[src/rtl/des_round_sequencer.sv]
// Iterative DES round controller: time-multiplexes one shared round datapath
// over ROUNDS cycles per block, sequencing subkeys forward or in reverse.
module des_round_sequencer #(
  parameter int unsigned ROUNDS = 16
) (
  input  logic        clk,
  input  logic        rst,
  input  logic        in_valid,
  output logic        in_ready,
  input  logic [63:0] in_block,
  input  logic        in_decrypt,
  output logic [63:0] round_in,
  input  logic [63:0] round_out,
  output logic [3:0]  key_sel,
  output logic        out_valid,
  input  logic        out_ready,
  output logic [63:0] out_block,
  output logic        busy
);

  localparam logic [3:0] LAST_RND = 4'(ROUNDS - 1);
  localparam logic [3:0] LAST_KEY = 4'd15;

  typedef enum logic [1:0] {
    IDLE = 2'd0,
    RUN  = 2'd1,
    DONE = 2'd2
  } state_e;

  state_e      state_q, state_d;
  logic [63:0] data_q,  data_d;
  logic [3:0]  rnd_q,   rnd_d;
  logic        mode_q,  mode_d;
  logic        load;

  // State register
  always_ff @(posedge clk) begin
    if (rst) begin
      state_q <= IDLE;
      data_q  <= '0;
      rnd_q   <= '0;
      mode_q  <= 1'b0;
    end else begin
      state_q <= state_d;
      data_q  <= data_d;
      rnd_q   <= rnd_d;
      mode_q  <= mode_d;
    end
  end

  // Next-state; a block completing in DONE hands the same edge to a new accept
  always_comb begin
    state_d  = state_q;
    data_d   = data_q;
    rnd_d    = rnd_q;
    mode_d   = mode_q;
    in_ready = 1'b0;
    case (state_q)
      IDLE: in_ready = 1'b1;
      RUN: begin
        data_d = round_out;
        if (rnd_q == LAST_RND) begin
          state_d = DONE;
        end else begin
          rnd_d = rnd_q + 4'd1;
        end
      end
      DONE: begin
        if (out_ready) begin
          in_ready = 1'b1;
          state_d  = IDLE;
        end
      end
      default: state_d = IDLE;
    endcase
    load = in_ready && in_valid;
    if (load) begin
      state_d = RUN;
      data_d  = in_block;
      mode_d  = in_decrypt;
      rnd_d   = '0;
    end
  end

  // Output decode; decrypt always starts from the last subkey, even in short builds
  always_comb begin
    round_in  = data_q;
    busy      = (state_q == RUN);
    out_valid = (state_q == DONE);
    out_block = (state_q == DONE) ? data_q : '0;
    key_sel   = '0;
    if (state_q == RUN) begin
      key_sel = mode_q ? (LAST_KEY - rnd_q) : rnd_q;
    end
  end

endmodule

[config.mk]
export PLATFORM = sky130hd
export DESIGN_NAME = des_round_sequencer
export DESIGN_NICKNAME = d
export VERILOG_FILES = /design/src/rtl/des_round_sequencer.sv
export SDC_FILE = /design/constraint.sdc
export NUM_CORES = 1
export LEC_CHECK = 0
export ABC_AREA = 0
export CORE_AREA = 2 2 103 105
export DETAILED_ROUTE_END_ITERATION = 6
export DIE_AREA = 0 0 105 107
export GPL_TIMING_DRIVEN = 0
export MAX_ROUTING_LAYER = met4
export PLACE_DENSITY = 0.87
export SYNTH_ARGS = -nofsm -noshare
export SYNTH_HDL_FRONTEND = slang
export SYNTH_SLANG_ARGS = --single-unit
[constraint.sdc]
create_clock -name clk -period 2.4 [get_ports clk]
set_input_delay 0.48 -clock clk [delete_from_list [all_inputs] [get_ports clk]]
set_output_delay 0.48 -clock clk [all_outputs]
set_load 0.02 [all_outputs]
==> impl_results.md <==
- Status: finished, final reports clean
- Hold Slack: 0.513 ns
- IR drop worst, VDD: 0.407 mV
- Post-CTS Setup Inserts: 0
- Area grow syn2layout: 77.9%
- DR iter-0 viols: 166
- Vias in the first global route: 5,010
- DP HPWL: 12,200 um
- FILL cells: 868
- Maximum clock path buffer count: 2
- Final core occ: 68.4%
- CTS Buf Count: 9
- Vias: 4,777
- Synth top area share: 36.6%
- Clk_lat worst skew: 0.33 ns
- Mapped Cells: 486
- Synth warn: 0
- Row count: 37
- Post-place setup slack: -0.546 ns
- GP Congestion: 0.838
- Fin worst setup slack: 0.0805 ns
- Layout Skew: 0.0141 ns
- Worst Setup Start Kind: input pin
- FF/Latch Area: 0.00142 mm^2
- Setup CP Type: input pin to output port
- Final Cycle Share: 96.6%
- RSZ-0062 raised after global routing: true
- Pwr Total: 3.28 mW
- N_diodes: 0
- R2R Setup Slk: 0.61 ns
- H-tree Lvls: 3
- CTS tree: built
- Worst EP required: 1.92 ns
- GRT Total Usage: 27.9%
- Seq/Total Area, Yosys: 36.6%
- Die W: 105 um
- Initial Util: 38.4%
- Final Slew Violations: 0
- Final wirelength: 15,700 um
- Worst reg2reg path endpoint: round_in[5]
- Mean Syn Cell Area: 7.98 um^2
- Cts hold-fix bufs: 0
- Routed WL per cell: 17.4 um
- Grt ovf: 0
- I/O Buffers: 267
- Antenna Nets Post-Route: 0
- Final setup fails: 0
- DIE AREA: 0.0112 mm^2
- Rel. slew slack: 51.7%
- Initial antenna violation count: 0
- Top post-synthesis cells by area: dfxtp_1 (37%), nand2_1 (13%), a311oi_2 (12%)
- Pin count of the biggest net entering global routing: 20
- Layout cells sized above 1: 9.28%
- Maxcap violations: 0
- Core Region: 0.0101 mm^2
- Critical path fanouts, max: 19
- Post-layout nets: 895
- Hold Fails Final Rpt: 0
- Min Tclk post-route: 2.32 ns
- Worst-margin pin slew: 0.725 ns
- Reg clk slew, reported paths: 0.08 ns
- PwrDens: 475 mW/mm^2
- First-pass GRT wire length: 24,700 um
- Arrival @ worst endpoint: 1.84 ns
- CTS root buf: clkbuf_8
- Fmax: 0.431 GHz
- FF-to-FF Start: state_q[0]
- Leak: 2.88 nW
- Post-synthesis net count: 620
- Area leader, netlist: dfxtp_1
- Tightest Hold Check Type: register to register
- Netlist cell types: 29
- Synth Cell Area: 0.00388 mm^2
- Hold Path End: round_in[27]
- Remaining DRCs: 0
- Worst reg2reg path depth: 6
- Hold Crit Depth: 2
- Seq cells post-synth: 71
- Die Ht: 107 um
- Vias/cell: 5.30
- Clock Sinks: 71
- Boundary Pins: 268
- Min-delay src: round_in[27]
- Worst Setup End Kind: output port
- Area of the multi-input gates: 0.00219 mm^2
- Drt pass-1 iters: 4
[layout by cell type, fill, tap and decap left out, types with 2 or more instances in the layout]
| cell | n |
|---|---|
| o21ai_0 | 4 |
| nand2b_1 | 2 |
| nor3_1 | 66 |
| clkbuf_8 | 10 |
| buf_4 | 2 |
| clkinv_2 | 2 |
| and2_1 | 64 |
| xnor2_1 | 4 |
| clkbuf_4 | 4 |
| buf_2 | 8 |
| a21oi_1 | 5 |
| a311oi_2 | 30 |
| nand2_1 | 130 |
| nand3_1 | 3 |
| dlymetal6s2s_1 | 10 |
| nor2_1 | 6 |
| dlygate4sd2_1 | 46 |
| clkdlybuf4s50_1 | 211 |
| nor2b_1 | 2 |
| clkbuf_2 | 3 |
| a311oi_1 | 34 |
| clkbuf_1 | 26 |
| or3_1 | 2 |
| buf_6 | 7 |
| dfxtp_1 | 71 |
[worst max-delay path by stage]
stage | start | to | slack [ns]
finish | out_ready | in_ready | 0.08
global route | out_ready | in_ready | -0.002
CTS | out_ready | in_ready | 0.01
detailed placement | state_q[1] | out_block[29] | -0.55
global placement | state_q[0] | out_block[29] | -0.54
floorplan | out_ready | in_ready | 0.68
[Yosys cell counts, drive strengths merged]
library cell,number
dfxtp,71
buf,18
nand2b,2
nor2b,3
nand2,130
and2,64
or2,1
or3,2
nand3,3
a311oi,64
inv,2
ha,1
a211oi,1
o21a,1
xnor2,4
o31ai,1
nor3,66
and3,1
or3b,1
nor2,6
a21oi,5
clkbuf,35
o21ai,4
[where the power goes]
part	switching (mW)	leakage (nW)	internal [mW]
clock	0.435	0.0892	0.472
sequential	0.0881	0.589	1.29
combinational	0.482	2.20	0.516
[metrics by stage]
step | TNS [ns] | cell area [um^2] | cells
floorplan | 0 | 3880 | 486
global placement | -16.81 | 6720 | 889
detailed placement | -17.54 | 6720 | 889
CTS | 0 | 6870 | 902
global route | -0.00156 | 6900 | 901
finish | 0 | 6900 | 901
[sequential cells by signal (all words and copies together) (netlist names)]
| register | count |
|---|---|
| state_q | 2 |
| round_in | 64 |
| mode_q | 1 |
| rnd_q | 4 |
[routing by layer]
metal | GRT usage [%] | part of all wire [%] | up-vias
li1 | - | - | 2257
met1 | 31.5 | 40 | 2226
met2 | 49.0 | 50 | 254
met3 | 5.17 | 6.9 | 40
met4 | 11.0 | 3.0 | 0
met5 | - | 0 | -
[repair_timing]
action,4_1_cts,5_1_grt
pin swaps,0,0
endpoints found under the setup margin,71,46
resized for setup,61,14
[critical path, stage by stage]
cell,delay [ns]
clkdlybuf4s50_1,0.44
nor2b_1,0.11
buf_2,0.21
buf_6,0.21
nor2_1,0.06
dlygate4sd2_1,0.32
[final cells by class]
class,instances,area share [%]
clock inverter,4,0.689
tap,136,2.47
buffer,50,4.15
multi-input combinational,360,31.8
inverter,2,0.145
timing repair buffer,267,38.3
clock buffer,11,1.90
sequential,71,20.6
[logic make-up after synthesis]
family | Yosys count | share of synthesized area, %
and+or+nand+nor | 279 | 34.1
AOI/OAI and AO/OA | 76 | 21.0
adders and majority gates | 1 | 0.323
xor gates and xnor gates | 4 | 0.903
buffers and inverters | 55 | 7.03
DFF | 71 | 36.6
(Power assumes the default switching activity.)
